## config.mk

```make
export PLATFORM = sky130hd
export DESIGN_NAME = ncl_sync_adder_bridge_flat
export DESIGN_NICKNAME = d
export VERILOG_FILES = /design/src/rtl/ncl_sync_adder_bridge_if.sv /design/src/rtl/ncl_sync_adder_bridge.sv /design/src/flat_wrapper.sv
export SDC_FILE = /design/constraint.sdc
export NUM_CORES = 1
export LEC_CHECK = 0
export CAP_MARGIN = 30
export CORE_MARGIN = 10
export CORE_UTILIZATION = 42
export DETAILED_ROUTE_END_ITERATION = 10
export GPL_ROUTABILITY_DRIVEN = 1
export HOLD_SLACK_MARGIN = 0.08
export PLACE_DENSITY = 0.75
export SLEW_MARGIN = 25
export SYNTH_ARGS = -nofsm -noshare
export SYNTH_HDL_FRONTEND = slang
export SYNTH_SLANG_ARGS = --single-unit
```

## constraint.sdc

```tcl
create_clock -name clk -period 1.32 [get_ports clk]
set_input_delay 0.198 -clock clk [delete_from_list [all_inputs] [get_ports clk]]
set_output_delay 0.198 -clock clk [all_outputs]
set_load 0.005 [all_outputs]
```

## src/rtl/ncl_sync_adder_bridge_if.sv

```systemverilog
// Single-rail operand/result handshake bundle for ncl_sync_adder_bridge.
// The bridge takes the slave side; the requester takes the master side.
interface ncl_sync_adder_bridge_if #(
   parameter int WIDTH = 4
);
   logic             in_valid;
   logic             in_ready;
   logic [WIDTH-1:0] in_a;
   logic [WIDTH-1:0] in_b;
   logic             in_cin;
   logic             out_valid;
   logic             out_ready;
   logic [WIDTH-1:0] out_sum;
   logic             out_cout;

   modport master (
      output in_valid, in_a, in_b, in_cin, out_ready,
      input  in_ready, out_valid, out_sum, out_cout
   );

   modport slave (
      input  in_valid, in_a, in_b, in_cin, out_ready,
      output in_ready, out_valid, out_sum, out_cout
   );
endinterface

```

## src/rtl/ncl_sync_adder_bridge.sv

```systemverilog
// Clocked DATA/NULL sequencer around a dual-rail NCL ripple adder.
// Define NCL_WATCHDOG_EN to build the per-phase timeout watchdog.
module ncl_sync_adder_bridge #(
   parameter int WIDTH       = 4,
   parameter int SYNC_STAGES = 2,
   parameter int TIMEOUT     = 255
) (
   input  logic                 clk,
   input  logic                 rst_n,
   ncl_sync_adder_bridge_if.slave bus,
   output logic [2*WIDTH-1:0]   ncl_a,
   output logic [2*WIDTH-1:0]   ncl_b,
   output logic [1:0]           ncl_cin,
   input  logic [2*WIDTH-1:0]   ncl_soma,
   input  logic [1:0]           ncl_cout,
   output logic                 busy,
   output logic                 err
);
   localparam int RW = 2 * WIDTH + 2;

   typedef enum logic [1:0] {IDLE, DATA, NULLW, OUT} state_t;

   state_t          state;
   state_t          next;
   logic [RW-1:0]   sync_q [SYNC_STAGES];
   logic [RW-1:0]   rails;
   logic            data_done;
   logic            null_done;
   logic            illegal;
   logic [WIDTH:0]  dec;
   logic            load;
   logic            capture;
   logic            to_null;
   logic            wd_data;
   logic            wd_null;
   logic            abort;

   function automatic logic [2*WIDTH-1:0] enc(input logic [WIDTH-1:0] v);
      for (int i = 0; i < WIDTH; i++) begin
         enc[2*i +: 2] = v[i] ? 2'b10 : 2'b01;
      end
   endfunction

   always_ff @(posedge clk or negedge rst_n) begin
      if (!rst_n) begin
         for (int s = 0; s < SYNC_STAGES; s++) sync_q[s] <= '0;
      end else begin
         sync_q[0] <= {ncl_cout, ncl_soma};
         for (int s = 1; s < SYNC_STAGES; s++) sync_q[s] <= sync_q[s-1];
      end
   end

   assign rails = sync_q[SYNC_STAGES-1];

   // An 11 pair counts as "has data" so the FSM keeps moving; T rail decodes.
   always_comb begin
      data_done = 1'b1;
      null_done = 1'b1;
      illegal   = 1'b0;
      dec       = '0;
      for (int i = 0; i <= WIDTH; i++) begin
         if (rails[2*i +: 2] == 2'b00) data_done = 1'b0;
         if (rails[2*i +: 2] != 2'b00) null_done = 1'b0;
         if (rails[2*i +: 2] == 2'b11) illegal = 1'b1;
         dec[i] = rails[2*i+1];
      end
   end

`ifdef NCL_WATCHDOG_EN
   localparam int CW = $clog2(TIMEOUT + 1);

   logic [CW-1:0] cnt;
   logic          hit;

   assign hit     = (cnt == CW'(TIMEOUT - 1));
   assign wd_data = (state == DATA) && hit;
   assign wd_null = (state == NULLW) && hit;

   always_ff @(posedge clk or negedge rst_n) begin
      if (!rst_n) begin
         cnt   <= '0;
         abort <= 1'b0;
      end else begin
         if (next != state && (next == DATA || next == NULLW)) begin
            cnt <= '0;
         end else if (state == DATA || state == NULLW) begin
            cnt <= cnt + CW'(1);
         end
         if (wd_data) begin
            abort <= 1'b1;
         end else if (state == IDLE) begin
            abort <= 1'b0;
         end
      end
   end
`else
   assign wd_data = 1'b0;
   assign wd_null = 1'b0;
   assign abort   = 1'b0;
`endif

   always_comb begin
      next    = state;
      load    = 1'b0;
      capture = 1'b0;
      to_null = 1'b0;
      unique case (state)
         IDLE: begin
            if (bus.in_valid && bus.in_ready) begin
               next = DATA;
               load = 1'b1;
            end
         end
         DATA: begin
            if (wd_data) begin
               next    = NULLW;
               to_null = 1'b1;
            end else if (data_done) begin
               next    = NULLW;
               capture = 1'b1;
               to_null = 1'b1;
            end
         end
         NULLW: begin
            if (wd_null) begin
               next = IDLE;
            end else if (null_done) begin
               next = abort ? IDLE : OUT;
            end
         end
         OUT: begin
            if (bus.out_ready) next = IDLE;
         end
         default: next = IDLE;
      endcase
   end

   always_ff @(posedge clk or negedge rst_n) begin
      if (!rst_n) begin
         state         <= IDLE;
         ncl_a         <= '0;
         ncl_b         <= '0;
         ncl_cin       <= '0;
         bus.in_ready  <= 1'b0;
         bus.out_valid <= 1'b0;
         bus.out_sum   <= '0;
         bus.out_cout  <= 1'b0;
         busy          <= 1'b0;
         err           <= 1'b0;
      end else begin
         state         <= next;
         bus.in_ready  <= (next == IDLE);
         bus.out_valid <= (next == OUT);
         busy          <= (next != IDLE);
         if (load) begin
            ncl_a   <= enc(bus.in_a);
            ncl_b   <= enc(bus.in_b);
            ncl_cin <= bus.in_cin ? 2'b10 : 2'b01;
         end
         if (to_null) begin
            ncl_a   <= '0;
            ncl_b   <= '0;
            ncl_cin <= '0;
         end
         if (capture) begin
            bus.out_sum  <= dec[WIDTH-1:0];
            bus.out_cout <= dec[WIDTH];
         end
         if (illegal || wd_data || wd_null) err <= 1'b1;
      end
   end
endmodule

```

## src/flat_wrapper.sv

```systemverilog
// flat-port wrapper written by rule: the top's interface ports become plain ports
module ncl_sync_adder_bridge_flat 
#(
   parameter int WIDTH       = 4,
   parameter int SYNC_STAGES = 2,
   parameter int TIMEOUT     = 255
)
  (clk, rst_n, ncl_a, ncl_b, ncl_cin, ncl_soma, ncl_cout, busy, err, bus_in_valid, bus_in_a, bus_in_b, bus_in_cin, bus_out_ready, bus_in_ready, bus_out_valid, bus_out_sum, bus_out_cout);
  ncl_sync_adder_bridge_if #(.WIDTH(WIDTH)) bus_i ();
  input  logic clk;
  input  logic rst_n;
  output logic [2*WIDTH-1:0] ncl_a;
  output logic [2*WIDTH-1:0] ncl_b;
  output logic [1:0] ncl_cin;
  input  logic [2*WIDTH-1:0] ncl_soma;
  input  logic [1:0] ncl_cout;
  output logic busy;
  output logic err;
  input wire logic [$bits(bus_i.in_valid)-1:0] bus_in_valid;
  input wire logic [$bits(bus_i.in_a)-1:0] bus_in_a;
  input wire logic [$bits(bus_i.in_b)-1:0] bus_in_b;
  input wire logic [$bits(bus_i.in_cin)-1:0] bus_in_cin;
  input wire logic [$bits(bus_i.out_ready)-1:0] bus_out_ready;
  output wire logic [$bits(bus_i.in_ready)-1:0] bus_in_ready;
  output wire logic [$bits(bus_i.out_valid)-1:0] bus_out_valid;
  output wire logic [$bits(bus_i.out_sum)-1:0] bus_out_sum;
  output wire logic [$bits(bus_i.out_cout)-1:0] bus_out_cout;
  assign bus_i.in_valid = bus_in_valid;
  assign bus_i.in_a = bus_in_a;
  assign bus_i.in_b = bus_in_b;
  assign bus_i.in_cin = bus_in_cin;
  assign bus_i.out_ready = bus_out_ready;
  assign bus_in_ready = bus_i.in_ready;
  assign bus_out_valid = bus_i.out_valid;
  assign bus_out_sum = bus_i.out_sum;
  assign bus_out_cout = bus_i.out_cout;
  ncl_sync_adder_bridge #(.WIDTH(WIDTH), .SYNC_STAGES(SYNC_STAGES), .TIMEOUT(TIMEOUT)) u_core (.clk(clk), .rst_n(rst_n), .bus(bus_i), .ncl_a(ncl_a), .ncl_b(ncl_b), .ncl_cin(ncl_cin), .ncl_soma(ncl_soma), .ncl_cout(ncl_cout), .busy(busy), .err(err));
endmodule
```

# ---- After elaboration in Yosys (flattened, before gate mapping)
# Cells that the tools add are included.
dict set report op_classes {
  n_mux 39
  reduce_logical 15
  n_eq_ne 9
}
# op n
set op_table {}
lappend op_table {{2-to-1 mux 8 bit} 4}
lappend op_table {{2-to-1 mux 2 bit} 15}
lappend op_table {{2-to-1 mux 1 bit} 19}
lappend op_table {{equality test 2 bit (second input constant)} 8}
lappend op_table {{zero test 2 bit} 7}
lappend op_table {{nonzero test 2 bit} 7}
lappend op_table {{one-hot mux 2 bit (4 select lines)} 1}
lappend op_table {{equality test 2 x 1 -> 1 bit (second input constant)} 1}
lappend op_table {{logical AND 1 bit} 1}
dict set report word_totals {
  inputBits 23
  elab_cells 75
  reg_bits 49
}

# ---- Depth between registers and ports, before layout
# Gate-level depths: netlist (run 1).
dict set report logic_depth {
  word_depth 9
  depth_mapped 7
}

# ---- Worst setup path after synthesis (run 1)
# No wires, ideal clock.
dict set report synth_path {
  path_kind {flip-flop to flip-flop}
  from {reg u_core.state[1]}
  to {reg u_core.bus.out_cout}
  period_less_slack_ps 1445
  slack_ps -125
  t_arrival_ps 1320
  setup_ps 125
  required_time_ps 1195
  path_stages_with_launch 5
  cell_sequence {dfrtp_1 -> nor4_2 -> and2_1 -> buf_6 -> mux2_2}
}
dict set report synth_between {
  elab_chain_cells 2
}
# item line_no
set synth_rtl {}
lappend synth_rtl {{start: declaration} ncl_sync_adder_bridge.sv:23} ;# state_t state;
lappend synth_rtl {{start signal: assignment} ncl_sync_adder_bridge.sv:151} ;# state <= next;
lappend synth_rtl {{equality test 2 x 1 -> 1 bit} ncl_sync_adder_bridge.sv:107} ;# unique case (state)
lappend synth_rtl {{2-to-1 mux 1 bit} ncl_sync_adder_bridge.sv:107}
lappend synth_rtl {{end signal: assignment} ncl_sync_adder_bridge.sv:167} ;# bus.out_cout <= dec[WIDTH];
lappend synth_rtl {{end: declaration} ncl_sync_adder_bridge_if.sv:23} ;# output in_ready, out_valid, out_sum, out_cout
# No other way between the ends.
# A chain may end at the register's enable or synchronous reset.

# ---- Worst setup path after layout (run 1)
dict set report layout_path {
  from {reg u_core.sync_q, in the netlist u_core.rails[1]}
  to {reg u_core.bus.out_sum[0]}
}
dict set report layout_between {
  elab_chain_cells 8
}
# item line_no
set layout_rtl {}
lappend layout_rtl {{start: declaration} ncl_sync_adder_bridge.sv:25} ;# logic [RW-1:0] sync_q [SYNC_STAGES];
lappend layout_rtl {{zero test 2 bit} ncl_sync_adder_bridge.sv:62} ;# if (rails[2*i +: 2] == 2'b00) data_done = 1'b0;
lappend layout_rtl {{2-to-1 mux 1 bit (5 in series)} ncl_sync_adder_bridge.sv:62}
lappend layout_rtl {{2-to-1 mux 1 bit} ncl_sync_adder_bridge.sv:118} ;# end else if (data_done) begin
lappend layout_rtl {{2-to-1 mux 1 bit} ncl_sync_adder_bridge.sv:107}
lappend layout_rtl {{end signal: assignment} ncl_sync_adder_bridge.sv:166} ;# bus.out_sum <= dec[WIDTH-1:0];
lappend layout_rtl {{end: declaration} ncl_sync_adder_bridge_if.sv:23}
# Parallel ways exist; a longest one is shown, timed or not.

==> results.md, run 1 <==
* Outcome: finished with violations
* Violated checks: negative setup slack
* Crit path max-delay family: simple AND/OR/NAND/NOR gates
* Slew Limit Headroom at 0.818
* CP Max Fanout at 6
* Sequential share of power at 0.449
* CP cell instances: o22ai_2, nor4_4, and2_4, mux2_2
* Fin area at 2600 sq um
* Total grt overflow at 0
* Worst path bufs/invs at 0
* Internal at 0.00335 W
* Setup crit start: u_core.rails[1]
* DRT Pass-1 Iters at 4
* Most frequent cells in the layout: dfrtp_1 (49), nand2_1 (33), dlygate4sd2_1 (27)
* Placed Instance Area at 2440 sq um
* Area grow syn2layout at 47.3%
* TritonCTS clock tree: done
* Skew-Pair Late Insertion Delay at 0.29 ns
* Drt initial violations at 73
* Final slew viol count at 0
* Initial antenna violation count at 0
* Initial core utilization at 0.438
* Final Hold Fails at 0
* Core ar. at 4030 sq um
* Final Net Count at 241
* # IOs at 50
* Via/cell ratio at 4.75
* Max stage delay on crit path at 0.38 ns
* Crit end category: flop
* Clock skew at 0.00189 ns
* Critical path type: flop to flop
* Clock slew at reported path FFs at approximately 0.090 ns
* Highest-delay cell along the critical path: dfrtp_1
* Post-Synthesis Cells at between 100 and 150
* Die ar. at 7190 sq um
* Largest net degree at the start of global routing at 50
* H-tree Lvls at 2
* Combinational Power Share at 0.370
* Synth area leader: dfrtp_1
* Unrepaired setup endpoints after global routing: yes
* Clk network pwr share at 0.181
* Final setup margin at -0.159 ns
* Top Layer Used: met4
* Clk sinks at 49
* Total GRT Usage at 0.119
* Fmax at between 600 and 700 MHz
* # port buffers at slightly below 50
* Metal-1 WL at about 1500 um
* Wire length of the first global-routing pass at 6870 um
* Layout cells sized above 1 at 0.251
* Reg-to-Reg Start: u_core.rails[1]
* DRC errors left at 0
* GPL Wtd Cong at 0.732
* Top-area cell type share of the netlist area at 0.696
* Routed len/inst at 14.7 um
* Mapped Avg Cell Area at 12.4 sq um
* Metal3 WL at 233 um
* ANT nets after route at 0
* Req. time, crit path at 1.51 ns
* Post-synthesis sequential element count at 49
* Max_cap viols at 0
* Chip width at 84.8 um
* Minimum clock period at 1.48 ns
* Arrival @ worst endpoint at 1.67 ns
* Via count at 1279
* Rows at 23
* Synthesis warning total at 0
* Post-Syn Area at 1760 sq um
* Min-delay worst type: input port to flop
* Largest cells by area after synthesis: dfrtp_1 (70%), nand2_1 (7.0%), a21oi_1 (5.4%)
* Tcrit/Tclk final at 1.12
* Net Count, Synth at 165
* Setup_tns at -2.67 ns
* Total power at a little under 0.005 W
* Vias in the first global route at 1374
* Sw frac at 0.316
* FILL cells at 313
* Power Dens Cells at ~1900 nW/um^2
* Peak supply drop at 1.29 mV
* Metal2 WL at 2110 um
* Commonest non-fill, non-tap cell in the layout: dfrtp_1
* Distinct cells, synth at 23
* Detail Placement HPWL at 2930 um
* Antenna diodes at 0
* CTS Buf Count at 5
* Root Driver: clkbuf_8
* Startpoint Class: flop
* Final setup vio count at 25
* Switching Power at 0.00155 W
* Max Buffers Root-to-Sink at 2
* Tightest Pin Transition at 0.271 ns
* Chip Height at 84.8 um
* Worst Hold Launch: ncl_soma[2]
* Dpl ws at -0.275 ns
* Lkg Pwr at 1.22 nW
* Total routed wirelength at 3960 um
* Sequential area share after synthesis at 0.696
## path summary, 6_finish.rpt
check / cells after the start / slack (ns) / endpoint
worst min register to register: 0 / 0.36 / u_core.rails[9]
worst min-delay path: 1 / 0.33 / u_core.sync_q[12]
worst max register to register: 4 / -0.16 / u_core.bus.out_sum[0]
worst max-delay path: 4 / -0.16 / u_core.bus.out_sum[0]
max in group asynchronous: 3 / 0.70 / u_core.rails[1]
min in group asynchronous: 3 / 0.41 / u_core.sync_q[18]
## per-stage QoR
| stage | hold WS, ns | util | cells |
|---|---|---|---|
| 5_1_grt | 0.310 | 0.644 | 269 |
| 2_1_floorplan | -0.0976 | - | 142 |
| 3_3_place_gp | 0.192 | 0.605 | 253 |
| 4_1_cts | 0.320 | 0.637 | 268 |
| 3_5_place_dp | 0.206 | 0.605 | 253 |
| 6_report | 0.330 | 0.644 | 269 |
## final cells by class
type | count | area (sq um) | area share
clock buffer | 5 | 68.8 | 0.0265
sequential | 49 | 1230 | 0.472
inverter | 2 | 7.51 | 0.00289
tap | 50 | 62.6 | 0.0241
clock inverter | 3 | 25.0 | 0.00964
multi-input combinational | 86 | 536 | 0.206
timing repair buffer | 74 | 671 | 0.258
## per-layer routing
metal	vias up	track usage
met2	30	0.199
met4	0	0.0584
met3	4	0.0425
met5	-	0
li1	624	-
met1	621	0.130
## timing repair
action                                  in CTS  in global routing
hold buffers                                 1                  0
pin swaps                                    2                  2
resized for setup                           32                  3
setup buffers                                6                  1
gates cloned                                 0                  0
endpoints found under the setup margin      52                 26
hold endpoints to repair                    49                  0
## power by group through the flow
stage | Combinational, W | Clock [W] | Sequential, W
2_1_floorplan | 0.000747 | 0 | 0.00227
3_3_place_gp | 0.00191 | 0 | 0.00223
3_5_place_dp | 0.00198 | 0 | 0.00225
4_1_cts | 0.00183 | 0.000926 | 0.00220
5_1_grt | 0.00202 | 0.000983 | 0.00227
6_report | 0.00181 | 0.000888 | 0.00220
## cell usage after synthesis
cell	number
dfrtp_1	49
buf_12	2
nand3_1	2
nor3_1	1
a21o_1	1
nand2_1	33
a21oi_1	19
nor2_1	3
and2_1	1
nand3_2	1
buf_2	2
mux2_2	5
nand2b_1	10
nor4_1	1
a22oi_1	2
nand4_1	1
a21oi_2	1
inv_1	2
o221ai_1	1
nor4_2	1
nor3_2	1
buf_6	1
o22ai_1	2
## sequential cells by signal, summed over array words and instances, names as in the netlist
register,flops
u_core.bus.out_cout,1
u_core.sync_q,10
u_core.bus.out_sum,4
u_core.rails,10
u_core.err,1
u_core.bus.out_valid,1
u_core.ncl_cin,2
u_core.ncl_a,8
u_core.state,2
u_core.ncl_b,8
u_core.busy,1
u_core.bus.in_ready,1
## logic make-up after synthesis
family | share of synthesized area
simple gates | 0.150
flops | 0.696
compound gates | 0.0837
buf+inv | 0.0390
mux | 0.0319
Power figures use the tool's default switching activity.
==> run 2, diff against run 1 <==
Settings changed: ABC_CLOCK_PERIOD_IN_PS set to 1320.
==> results of run 2 <==
No change in the layout: final DEF, timing and power equal those of run 1.
